### config.mk
export PLATFORM = sky130hd
export DESIGN_NAME = rs_syndrome_ctrl_flat
export DESIGN_NICKNAME = d
export VERILOG_FILES = /design/src/rtl/rs_syndrome_ctrl_if.sv /design/src/rtl/rs_syndrome_ctrl.sv /design/src/flat_wrapper.sv
export SDC_FILE = /design/constraint.sdc
export NUM_CORES = 1
export LEC_CHECK = 0
export BUFFER_PORTS_ARGS = -buffer_cell sky130_fd_sc_hd__buf_2
export CAP_MARGIN = 0
export CORE_AREA = 3 3 205 207
export CTS_CLUSTER_SIZE = 20
export DETAILED_ROUTE_END_ITERATION = 8
export DIE_AREA = 0 0 208 210
export GPL_ROUTABILITY_DRIVEN = 0
export SYNTH_ARGS = -nofsm -noshare
export SYNTH_HDL_FRONTEND = slang
export SYNTH_SLANG_ARGS = --single-unit
### constraint.sdc
create_clock -name clk -period 2 [get_ports clk]
set_clock_uncertainty 0.2 [all_clocks]
set_input_delay 0.4 -clock clk [delete_from_list [all_inputs] [get_ports clk]]
set_output_delay 0.4 -clock clk [all_outputs]
set_load 0.03 [all_outputs]
### src/rtl/rs_syndrome_ctrl_if.sv
// Purpose: bundles the beat input, slice broadcast and syndrome output buses of rs_syndrome_ctrl.
// Latency: none, wires only.
// Backpressure: in_ready / out_ready carry the handshakes; the slice bus has no stall.
// Ports: in_* (framer beats), slc_* (slice broadcast and accumulators), out_* (syndrome vector), frame_err.
// Modports: slave = controller side, master = environment (framer, slices, solver).
interface rs_syndrome_ctrl_if #(
  parameter int NSYN = 16
);
  logic [127:0]      in_data;
  logic              in_valid;
  logic              in_last;
  logic              in_ready;
  logic [127:0]      slc_data;
  logic              slc_valid;
  logic [3:0]        slc_beat;
  logic              slc_first;
  logic [NSYN*8-1:0] slc_syn;
  logic [NSYN*8-1:0] out_syn;
  logic              out_zero;
  logic              out_valid;
  logic              out_ready;
  logic              frame_err;

  modport slave (
    input  in_data, in_valid, in_last,
    output in_ready,
    output slc_data, slc_valid, slc_beat, slc_first,
    input  slc_syn,
    output out_syn, out_zero, out_valid,
    input  out_ready,
    output frame_err
  );

  modport master (
    output in_data, in_valid, in_last,
    input  in_ready,
    input  slc_data, slc_valid, slc_beat, slc_first,
    output slc_syn,
    input  out_syn, out_zero, out_valid,
    output out_ready,
    input  frame_err
  );
endinterface

### src/rtl/rs_syndrome_ctrl.sv
// Purpose: sequences 128-bit codeword beats into the RS syndrome slices and captures the syndrome vector.
// Latency: final beat accepted at edge t -> capture cycle t+1 -> out_valid from cycle t+2; 17 cycles/codeword.
// Backpressure: only the final beat waits for a free (or draining) output register; other beats never stall.
// Ports: clk, rst (sync, active-high), bus (rs_syndrome_ctrl_if.slave): in_* beats, slc_* slice bus,
//        out_* syndrome vector + error-free flag, frame_err pulse.
// Option: define RS_SYN_FRAME_CHECK_EN to check in_last against the beat count and drop misframed codewords.
module rs_syndrome_ctrl #(
  parameter int NSYN  = 16,
  parameter int BEATS = 16
) (
  input logic               clk,
  input logic               rst,
  rs_syndrome_ctrl_if.slave bus
);

  typedef enum logic {
    ACCUM = 1'b0,
    CAPT  = 1'b1
  } state_t;

  localparam logic [3:0] LAST_BEAT = 4'(BEATS - 1);

  state_t            state;
  logic [3:0]        beat;
  logic [NSYN*8-1:0] out_syn_q;
  logic              out_zero_q;
  logic              out_valid_q;
  logic              frame_err_q;

  logic at_last;
  logic in_ready_c;
  logic accept;
  logic frame_bad;

  assign at_last    = (beat == LAST_BEAT);
  // The final beat triggers a capture next cycle, so it may only enter when the
  // output register is empty or is being drained on this same edge.
  assign in_ready_c = (state == ACCUM) && (!at_last || !out_valid_q || bus.out_ready);
  assign accept     = bus.in_valid && in_ready_c;

`ifdef RS_SYN_FRAME_CHECK_EN
  assign frame_bad = accept && (bus.in_last != at_last);
`else
  logic unused_in_last;
  assign unused_in_last = bus.in_last;
  assign frame_bad      = 1'b0;
`endif

  always_ff @(posedge clk) begin
    if (rst) begin
      state       <= ACCUM;
      beat        <= '0;
      out_syn_q   <= '0;
      out_zero_q  <= 1'b0;
      out_valid_q <= 1'b0;
      frame_err_q <= 1'b0;
    end else begin
      frame_err_q <= frame_bad;
      if (out_valid_q && bus.out_ready) begin
        out_valid_q <= 1'b0;
      end
      case (state)
        ACCUM: begin
          if (accept) begin
            if (frame_bad) begin
              // Misframed beat is swallowed; restart at beat 0 without a capture.
              beat <= '0;
            end else if (at_last) begin
              beat  <= '0;
              state <= CAPT;
            end else begin
              beat <= beat + 4'd1;
            end
          end
        end
        CAPT: begin
          // Slices registered the final beat on the previous edge, so their
          // accumulators hold the complete syndromes now. Overrides any drain above.
          out_syn_q   <= bus.slc_syn;
          out_zero_q  <= (bus.slc_syn == '0);
          out_valid_q <= 1'b1;
          state       <= ACCUM;
        end
        default: state <= ACCUM;
      endcase
    end
  end

  assign bus.in_ready  = in_ready_c;
  assign bus.slc_data  = bus.in_data;
  assign bus.slc_valid = accept;
  assign bus.slc_beat  = beat;
  assign bus.slc_first = (beat == 4'd0);
  assign bus.out_syn   = out_syn_q;
  assign bus.out_zero  = out_zero_q;
  assign bus.out_valid = out_valid_q;
  assign bus.frame_err = frame_err_q;

endmodule

### src/flat_wrapper.sv
// flat-port wrapper written by rule: the top's interface ports become plain ports
module rs_syndrome_ctrl_flat 
#(
  parameter int NSYN  = 16,
  parameter int BEATS = 16
)
  (clk, rst, bus_in_data, bus_in_valid, bus_in_last, bus_in_ready, bus_slc_data, bus_slc_valid, bus_slc_beat, bus_slc_first, bus_slc_syn, bus_out_syn, bus_out_zero, bus_out_valid, bus_out_ready, bus_frame_err);
  rs_syndrome_ctrl_if #(.NSYN(NSYN)) bus_i ();
  input logic clk;
  input logic rst;
  input wire logic [$bits(bus_i.in_data)-1:0] bus_in_data;
  input wire logic [$bits(bus_i.in_valid)-1:0] bus_in_valid;
  input wire logic [$bits(bus_i.in_last)-1:0] bus_in_last;
  output wire logic [$bits(bus_i.in_ready)-1:0] bus_in_ready;
  output wire logic [$bits(bus_i.slc_data)-1:0] bus_slc_data;
  output wire logic [$bits(bus_i.slc_valid)-1:0] bus_slc_valid;
  output wire logic [$bits(bus_i.slc_beat)-1:0] bus_slc_beat;
  output wire logic [$bits(bus_i.slc_first)-1:0] bus_slc_first;
  input wire logic [$bits(bus_i.slc_syn)-1:0] bus_slc_syn;
  output wire logic [$bits(bus_i.out_syn)-1:0] bus_out_syn;
  output wire logic [$bits(bus_i.out_zero)-1:0] bus_out_zero;
  output wire logic [$bits(bus_i.out_valid)-1:0] bus_out_valid;
  input wire logic [$bits(bus_i.out_ready)-1:0] bus_out_ready;
  output wire logic [$bits(bus_i.frame_err)-1:0] bus_frame_err;
  assign bus_i.in_data = bus_in_data;
  assign bus_i.in_valid = bus_in_valid;
  assign bus_i.in_last = bus_in_last;
  assign bus_in_ready = bus_i.in_ready;
  assign bus_slc_data = bus_i.slc_data;
  assign bus_slc_valid = bus_i.slc_valid;
  assign bus_slc_beat = bus_i.slc_beat;
  assign bus_slc_first = bus_i.slc_first;
  assign bus_i.slc_syn = bus_slc_syn;
  assign bus_out_syn = bus_i.out_syn;
  assign bus_out_zero = bus_i.out_zero;
  assign bus_out_valid = bus_i.out_valid;
  assign bus_i.out_ready = bus_out_ready;
  assign bus_frame_err = bus_i.frame_err;
  rs_syndrome_ctrl #(.NSYN(NSYN), .BEATS(BEATS)) u_core (.clk(clk), .rst(rst), .bus(bus_i));
endmodule
==> run summary, run 1 <==
Status: complete, but fails checks
Failing checks: negative setup slack
CP Launch Type: flop
Count of antenna-violating nets left after detailed routing: 0
Synth cell types: 26
Crit-path max FO: 4
Root buffer cell: clkbuf_16
Row Count: 74
Clock sinks: 135
Post-place setup slack: -0.775 ns
Logic pwr share: 7.3%
Net Switching: 1480 uW
Peak VDD IR: 0.422 mV
Post-DP HPWL: 19.8 mm
Normalized max-slew margin: 62.1%
Leakage power: 0.00358 uW
Routed WL: 25.2 mm
Core area: 40600 um2
Worst hold margin: 0.0368 ns
Reg2reg setup slack: 0.20 ns
Clk buf depth: 2
Gate count of the mapped netlist: 626
Final hold violations: 0
Net Sw Frac: 24.0%
Total congestion overflow: 0
Reg clk slew, reported paths: 0.07 ns
TritonCTS clock tree: built
H-tree depth: 4
Clk pwr share: 49.0%
Syn avg cell area: 9.64 um2
Critical-path cell list: ha_4, nand3_4, o211ai_2, inv_2, buf_6
DRT Pass-1 Iters: 4
Int Pwr: 4690 uW
Layout cells sized above 1: 40.8%
Biggest area consumer among synthesized cells: dfxtp_1
Final setup fails: 1
Fin cells: 1395
Vias: 5232
Die W: 208 um
Initial antenna violation count: 7
Worst-Margin Slew: 0.569 ns
Syn nets: 889
Slew Viols, Final: 0
Post-synthesis register bit count: 135
Pwr dens: 718 nW/um2
Setup CP Type: flop to primary output
TritonCTS Buffers: 17
Total Routing Usage GR: 11.1%
Vias in the first global route: 5364
CP required: 1.40 ns
Synth area leaders: dfxtp_1 (45%), mux2i_1 (21%), buf_4 (16%)
Drt wl/cell: 18.1 um
Initial Utilization: 14.9%
Largest net degree at the start of global routing: 88
Crit end category: primary output
Finished Cell Area: 8590 um2
Worst hold path class: input port to flop
Placed cell areas: 7140 um2
Cell Area, Synth: 6030 um2
Initial DRC count: 237
PortBufs: 268
Arrival time worst endpoint: 1.45 ns
Placed instance count: 1290
CP max-delay cell: dfxtp_4
Worst Path Buf+Inv: 2
Skew-Pair Late Insertion Delay: 0.43 ns
Tcrit/Tclk final: 102%
Max-Cap Viols: 0
Drc violations: 0
Die ar.: 43700 um2
Sequential power share: 43.7%
Tmin final: 2.05 ns
Sequential share of the synthesized area: 44.8%
Die height: 210 um
Area grow syn2layout: 42.3%
CP max stage delay: 0.37 ns
Fmax achieved: 0.489 GHz
First-pass GRT wire length: 35.3 mm
Proportion of netlist area held by the largest area contributor: 44.8%
Synthesis Warnings: 0
Setup repair after global routing missed its margin: yes
Total power draw: 6170 uW
Final worst slack: -0.0469 ns
Number of nets in the layout: 1112
CP top delay family: flip-flops
Vias/cell: 3.75
Io pins: 527
-- cells in the mapped netlist --
| cell type | n |
|---|---|
| nand4_1 | 7 |
| clkbuf_1 | 6 |
| nand2_1 | 5 |
| conb_1 | 1 |
| and4_1 | 1 |
| nor4b_2 | 1 |
| buf_1 | 7 |
| and3_1 | 2 |
| dfxtp_1 | 135 |
| nand2b_1 | 1 |
| ha_1 | 2 |
| o211ai_2 | 1 |
| nor2_1 | 136 |
| buf_2 | 17 |
| nor3_1 | 1 |
| mux2i_1 | 128 |
| nor3b_1 | 1 |
| a311oi_2 | 1 |
| buf_4 | 129 |
| xor2_1 | 1 |
| inv_2 | 1 |
| a21oi_1 | 3 |
| a22o_1 | 1 |
| nor4_1 | 33 |
| nand3_1 | 2 |
| inv_1 | 3 |
-- registers in the layout, indices dropped and copies added, names as in the netlist --
name and flops:
u_core.bus.out_syn 128, u_core.bus.out_valid 1, u_core.bus.out_zero 1, u_core.bus.slc_beat 4
u_core.state 1
-- per-stage QoR --
| step | TNS, ns | utilization, % |
|---|---|---|
| after floorplan | 0 | - |
| after global placement | -0.794 | 17.6 |
| after detailed placement | -0.775 | 17.6 |
| after CTS | -0.210 | 21.0 |
| after global routing | -0.256 | 21.2 |
| final | -0.0469 | 21.2 |
-- worst paths after layout --
check,cells after the start,start,end
min reg2reg,2,u_core.bus.out_syn[127],u_core.bus.out_syn[127]
max reg2reg,9,u_core.bus.slc_beat[1],u_core.bus.slc_beat[3]
max,5,u_core.bus.slc_beat[1],bus_slc_valid
min,3,bus_slc_syn[34],u_core.bus.out_syn[34]
-- timing repair --
action / in CTS / in global routing
pin swaps: 7 / 8
hold endpoints to repair: 66 / 0
hold buffers: 66 / 0
resized for setup: 22 / 16
cloned: 0 / 0
buffers inserted: 7 / 1
endpoints found under the setup margin: 4 / 5
-- per-layer routing --
layer,up-vias,track usage [%],wire [um]
li1,2434,-,-
met1,2432,11.3,9180
met2,273,19.1,12500
met3,93,4.84,2270
met4,0,5.95,1220
met5,-,0.108,0
-- worst register-to-register path, cell delays in order (launching register included) --
cell and delay, ns:
dfxtp_4 0.36, ha_4 0.17, nand3_4 0.09, o211ai_2 0.11, buf_4 0.14, buf_4 0.12, buf_4 0.13, nor2_1 0.09
nor2_1 0.06, a311oi_2 0.23
-- layout make-up --
class | count | area (um2)
Fill cell | 4481 | 32000
Sequential cell | 135 | 2720
Multi-Input combinational cell | 328 | 2350
Timing Repair Buffer | 363 | 2280
Tap cell | 532 | 666
Clock buffer | 20 | 457
Clock inverter | 11 | 100
Inverter | 4 | 17.5
Antenna cell | 2 | 5.00
-- power by group through the flow --
stage / Combinational, uW / Clock [uW] / Sequential [uW]
3_5_place_dp: 322 / 0 / 2750
4_1_cts: 440 / 3170 / 2690
2_1_floorplan: 558 / 0 / 2760
5_1_grt: 487 / 3260 / 2690
3_3_place_gp: 320 / 0 / 2750
6_report: 452 / 3020 / 2690
-- cells by family after synthesis --
kind of cell	after synthesis	synth area share, %
other	1	0.0621
and+or+nand+nor	190	14.0
DFF	135	44.8
buffers and inverters	163	18.5
muxes	128	21.2
xor gates and xnor gates	1	0.145
AOI/OAI and AO/OA	6	0.850
adders and majority gates	2	0.415
-- layout by cell type, fill, tap and decap left out, drive strengths merged --
cell type,count
conb,1
and4,1
mux2i,128
nor4,33
nor3b,1
nor3,1
o211ai,1
xor2,1
and3,2
a21oi,3
nand2b,1
clkinvlp,3
dlygate4sd3,65
a311oi,1
inv,6
nand3,2
dfxtp,135
nand4,7
a22o,1
diode,2
clkinv,5
buf,297
bufinv,1
nor2,136
clkbuf,20
ha,2
nor4b,1
dlymetal6s4s,1
nand2,5
Power figures use the tool's default switching activity.
==> inputs of run 2 (changes only) <==
==> constraint.sdc (replaced) <==
create_clock -name clk -period 2 [get_ports clk]
set_clock_uncertainty 0.2 [all_clocks]
set_input_delay 0.1 -clock clk [delete_from_list [all_inputs] [get_ports clk]]
set_output_delay 0.1 -clock clk [all_outputs]
set_load 0.03 [all_outputs]
==> run 2 against run 1 <==
Net effect: the run now ends clean; critical path depth stayed put; flip-flop and latch count stayed put; via count is 3.6% higher; final cell count is 3.5% higher; sequential power hardly changed; critical path type unchanged; power is 4.5% higher; count of clock-buffer cells in the layout is 3 lower; worst setup slack better by 0.15 ns; non-clock buffer count is 49 higher; combinational power is 16% higher.
==> run summary, run 2 (synthesis results as in run 1) <==
Pwr dens: 714 nW/um2 (-0.56%)
Total congestion overflow: 0 (unchanged)
Final setup fails: 0 (-1)
Worst-Margin Slew: 0.624 ns (+0.0554 ns)
Worst hold path class: input port to primary output
Number of nets in the layout: 1161 (+4.4%)
CP Launch Type: flop
Tmin final: 1.90 ns (-0.145 ns)
Vias/cell: 3.75 (+0.11%)
Die ar.: 43700 um2 (unchanged)
Row Count: 74 (unchanged)
Max reg flops: 128 (unchanged)
Worst Hold Depth: 0 (-3)
Register area: 2710 um2 (-0.18%)
Area grow syn2layout: 49.5%
Leakage power: 0.00375 uW (+4.7%)
Largest net degree at the start of global routing: 135 (+53%)
Slew Viols, Final: 0 (unchanged)
Worst Setup EP: bus_slc_valid
Most frequent cells in the layout: buf_2 (267), nor2_1 (136), dfxtp_1 (132), dlygate4sd3_1 (130), mux2i_1 (128)
Fill count: 4391 (-2.0%)
Status: finished clean
Setup repair after global routing missed its margin: no
Worst R2R Start: u_core.state
GR Layer Usage met2: 20.0% (+0.87 points)
Normalized max-slew margin: 58.4% (-3.7 points)
Layout cells sized above 1: 35.9% (-4.9 points)
TritonCTS clock tree: built
Post-place setup slack: -0.441 ns (+0.334 ns)
Root buffer cell: clkbuf_16
Routed WL: 25.8 mm (+2.4%)
Clk buf depth: 2 (unchanged)
Reg2reg setup slack: 0.20 ns (about the same)
Setup CP Type: flop to primary output
Skew-Pair Late Insertion Delay: 0.43 ns (about the same)
Tcrit/Tclk final: 95.1% (-7.3 points)
Final worst slack: 0.0984 ns (+0.145 ns)
Max-Cap Viols: 0 (unchanged)
Initial antenna violation count: 5 (-2)
Post-layout util: 22.3% (+1.1 points)
CP required: 1.70 ns (+0.30 ns)
Reg clk slew, reported paths: 0.06 ns (about the same)
Finished Cell Area: 9020 um2 (+5.1%)
First-pass GRT wire length: 36.5 mm (+3.5%)
Initial Utilization: 14.9% (unchanged)
Crit end category: primary output
Io pins: 527 (unchanged)
Total Routing Usage GR: 11.4% (+0.32 points)
Peak VDD IR: 0.414 mV (-1.8%)
GR Util met1: 11.1% (-0.21 points)
Count of antenna-violating nets left after detailed routing: 0 (unchanged)
Die height: 210 um (unchanged)
Drt wl/cell: 17.9 um (-1.0%)
Core area: 40600 um2 (unchanged)
TritonCTS Buffers: 17 (unchanged)
Post-DP HPWL: 19.2 mm (-2.8%)
Most common cell after layout, fill and taps aside: buf_2
Placed cell areas: 7060 um2 (-1.2%)
Arrival time worst endpoint: 1.60 ns (+0.15 ns)
Drc violations: 0 (unchanged)
Grt peak-use layer: met2
Final hold violations: 0 (unchanged)
Fmax achieved: 0.526 GHz (+7.6%)
FF-to-FF End: u_core.bus.out_zero
PortBufs: 268 (unchanged)
Multi-input logic area: 2260 um2 (-3.9%)
Vias in the first global route: 5669 (+5.7%)
Met3 Resource Use GR: 4.61% (-0.22 points)
Initial DRC count: 294 (+24%)
Crit-path max FO: 6 (+2)
H-tree depth: 4 (unchanged)
Die W: 208 um (unchanged)
Vias: 5422 (+3.6%)
Reg2reg path depth: 5 (-4)
DRT Pass-1 Iters: 4 (unchanged)
Critical path origin: u_core.bus.slc_beat[0]
Clock sinks: 135 (unchanged)
-- run 2: changes by cell type in the layout (fill, tap and decap cells not counted), moves of 3 or more --
| cell | change |
|---|---|
| buf_2 | +5 |
| buf_4 | -17 |
| buf_6 | -3 |
| clkinv_2 | -3 |
| dlygate4sd3_1 | +65 |
| inv_6 | +5 |
| nor4_1 | +4 |
-- run 2: stage by stage --
step	hold slack (ns)	power, uW	setup TNS, ns	cells
global route	0.0000448	6710	0	1444
CTS	0.000205	6580	0	1442
finish	0.0000116	6450	0	1444
floorplan	0.0472	3320	0	626
detailed placement	0.000205	3060	-0.441	1279
global placement	0.000205	3060	-0.456	1279
-- run 2: area by class of cell --
cell class / instances / area share (%)
antenna: 1 / 0.0277
inverter: 4 / 0.166
clock buffer: 17 / 4.71
timing repair buffer: 412 / 30.8
clock inverter: 15 / 1.87
sequential: 135 / 30.0
tap: 532 / 7.38
multi-input combinational: 328 / 25.0
-- run 2: power by group --
part           switching [uW]  internal [uW]
sequential               4.41           2690
clock                    1370           1860
combinational             229            294
total                    1600           4850
-- run 2: worst min path at each step --
stage / startpoint / endpoint / slack [ns]
floorplan: bus_slc_syn[100] / u_core.bus.out_syn[100] / 0.05
global placement: bus_in_data[0] / bus_slc_data[0] / 0.0002
detailed placement: bus_in_data[0] / bus_slc_data[0] / 0.0002
CTS: bus_in_data[0] / bus_slc_data[0] / 0.0002
global route: bus_in_data[102] / bus_slc_data[102] / 0.00004
finish: bus_in_data[102] / bus_slc_data[102] / 0.00001
-- run 2: critical path, stage by stage, from the launching register on --
cell,delay (ns)
dfxtp_4,0.37
ha_2,0.20
nand3_2,0.11
o211ai_2,0.22
inv_2,0.08
buf_2,0.19
-- run 2: per-layer routing --
layer	up-vias	wire length, um
met5	-	0
met4	0	1560
met2	308	13000
li1	2532	-
met3	106	2360
met1	2476	8940
-- run 2: timing repair --
| item | 4_1_cts | 5_1_grt |
|---|---|---|
| hold endpoints to repair | 135 | 0 |
| setup endpoints to repair | 3 | 2 |
| buffers inserted | 1 | 1 |
| resized for setup | 5 | 6 |
| pin swaps | 1 | 1 |
| hold buffers | 130 | 0 |
==> inputs of run 3 (changes only) <==
--- a/config.mk
+++ b/config.mk
@@ -7,11 +7,15 @@
 export LEC_CHECK = 0
 export BUFFER_PORTS_ARGS = -buffer_cell sky130_fd_sc_hd__buf_2
 export CAP_MARGIN = 0
-export CORE_AREA = 3 3 205 207
+export CELL_PAD_IN_SITES_DETAIL_PLACEMENT = 0
+export CELL_PAD_IN_SITES_GLOBAL_PLACEMENT = 1
+export CORE_AREA = 3 3 203 205
 export CTS_CLUSTER_SIZE = 20
 export DETAILED_ROUTE_END_ITERATION = 8
-export DIE_AREA = 0 0 208 210
+export DIE_AREA = 0 0 206 208
 export GPL_ROUTABILITY_DRIVEN = 0
+export GPL_TIMING_DRIVEN = 0
+export PLACE_DENSITY_LB_ADDON = 0.1
 export SYNTH_ARGS = -nofsm -noshare
 export SYNTH_HDL_FRONTEND = slang
 export SYNTH_SLANG_ARGS = --single-unit
==> run 3 against run 2 <==
Net effect: wire length grew 12%; critical path depth unchanged; die area down 1.9%; design area grew 19%; critical endpoint unchanged; largest cell class unchanged.
==> run summary, run 3 (synthesis results as in run 1) <==
Status: finished clean
Most common cell after layout, fill and taps aside: buf_2
Total congestion overflow: 0 (unchanged)
Initial DRC count: 125 (-57%)
Area grow syn2layout: 77.5%
Max-Cap Viols: 0 (unchanged)
Die ar.: 42800 um2 (-1.9%)
Vias/cell: 3.62 (-3.5%)
Slew Viols, Final: 0 (unchanged)
Worst-Margin Slew: 0.748 ns (+0.124 ns)
Number of nets in the layout: 1438 (+24%)
Normalized max-slew margin: 50.1% (-8.2 points)
Crit end category: primary output
Largest net degree at the start of global routing: 17 (-87%)
First-pass GRT wire length: 40.9 mm (+12%)
Root buffer cell: clkbuf_16
Setup TNS: 0 ns (unchanged)
Int Pwr: 5370 uW (+11%)
Net Switching: 1880 uW (+17%)
Row Count: 73 (-1.4%)
Peak VDD IR: 0.583 mV (+41%)
Fin cells: 1712 (+19%)
Clk buf depth: 2 (unchanged)
Fill count: 4392 (+0.023%)
Clk pwr share: 47.3% (-2.8 points)
TritonCTS clock tree: built
Setup CP Type: flop to primary output
Worst hold margin: 0.0191 ns (+0.0191 ns)
Setup repair after global routing missed its margin: yes
Core area: 39600 um2 (-2.3%)
CP required: 1.70 ns (about the same)
Initial Utilization: 15.2% (+0.34 points)
Die W: 206 um (-0.96%)
Routed WL: 28.9 mm (+12%)
Final setup fails: 0 (unchanged)
Initial antenna violation count: 2 (-3)
Placed cell areas: 8670 um2 (+23%)
Die height: 208 um (-0.95%)
Io pins: 527 (unchanged)
Crit-path max FO: 6 (unchanged)
Arrival time worst endpoint: 1.61 ns (about the same)
Vias: 6203 (+14%)
Multi-input logic area: 2270 um2 (+0.67%)
Logic pwr share: 15.5% (+7.4 points)
Drt wl/cell: 16.9 um (-5.7%)
Sequential power share: 37.2% (-4.6 points)
Post-DP HPWL: 23.4 mm (+22%)
Pwr dens: 676 nW/um2 (-5.3%)
Drc violations: 0 (unchanged)
Placed instance count: 1546 (+21%)
Count of antenna-violating nets left after detailed routing: 0 (unchanged)
TritonCTS Buffers: 17 (unchanged)
DRT Pass-1 Iters: 5 (+1)
CP Launch Type: flop
Finished Cell Area: 10700 um2 (+19%)
Most frequent cells in the layout: buf_2 (407), nor2_1 (136), dlygate4sd3_1 (133), buf_4 (132), dfxtp_1 (132)
Worst hold path class: input port to flop
Vias in the first global route: 6519 (+15%)
Clock sinks: 135 (unchanged)
Max reg flops: 128 (unchanged)
Skew-Pair Late Insertion Delay: 0.44 ns (about the same)
Tmin final: 1.91 ns (+0.00409 ns)
Layout cells sized above 1: 49.2% (+13 points)
PortBufs: 395 (+47%)
Register area: 2710 um2 (about the same)
Reg clk slew, reported paths: 0.06 ns (about the same)
Fmax achieved: 0.525 GHz (-0.21%)
H-tree depth: 4 (unchanged)
Total Routing Usage GR: 12.9% (+1.5 points)
Total power draw: 7250 uW (+12%)
Leakage power: 0.00494 uW (+32%)
Tcrit/Tclk final: 95.3% (+0.20 points)
Net Sw Frac: 25.9% (+1.1 points)
Final hold violations: 0 (unchanged)
-- run 3: cell types whose count changed in the layout (fill, tap and decap cells not counted), moves of 3 or more --
cell and delta:
buf_2 +140, inv_6 -6, buf_4 +120, dlygate4sd3_1 +3
clkinv_4 -3, clkbuf_1 +9, buf_1 +7
-- run 3: worst max-delay path: stages (launching register included) --
cell      delay [ns]
dfxtp_4         0.37
ha_2            0.19
nand3_2         0.11
o211ai_2        0.22
inv_2           0.09
buf_4           0.18
-- run 3: path summary, 6_finish.rpt --
path	slack (ns)	from	cells past startpoint	to
worst max-delay path	0.09	u_core.bus.slc_beat[0]	5	bus_slc_valid
worst max register to register	0.10	u_core.state	6	u_core.bus.out_zero
worst min-delay path	0.02	rst	3	u_core.bus.out_zero
worst min register to register	0.28	u_core.bus.slc_beat[1]	2	u_core.bus.slc_beat[1]
-- run 3: per-layer routing --
layer,track usage (%),vias to the layer above,share of wire (%)
met5,0,-,0.045
met4,3.09,2,1.1
met3,4.40,21,7.9
met2,24.6,249,54
met1,13.4,2853,37
li1,-,3078,-
-- run 3: timing repair --
item / in CTS / in global routing
hold buffers: 130 / 3
endpoints found under the setup margin: 3 / 3
hold endpoints to repair: 135 / 1
pin swaps: 3 / 3
cloned: 0 / 0
gates resized for setup: 10 / 10
buffers inserted: 2 / 0
-- run 3: per-stage QoR --
step	utilization, %	setup WS (ns)
finish	27.0	0.0943
global route	27.0	-0.0205
CTS	26.8	-0.149
detailed placement	21.9	-1.01
global placement	21.9	-1.03
floorplan	-	0.0428
-- run 3: cell type report --
class / count / share of cell area [%]
repair buffers: 530 / 31.1
plain buffers: 159 / 10.4
flip-flops and latches: 135 / 25.3
well taps: 525 / 6.13
diodes: 1 / 0.0234
clock inverters: 8 / 1.38
clock buffers: 22 / 4.33
inverters: 4 / 0.140
multi-input cells: 328 / 21.2
-- run 3: power groups by stage --
stage	clock network, uW	registers, uW	logic [uW]
after floorplan	0	2760	558
after global placement	0	2760	932
after detailed placement	0	2760	925
after CTS	3580	2700	1140
after global routing	3660	2690	1210
final	3420	2700	1130
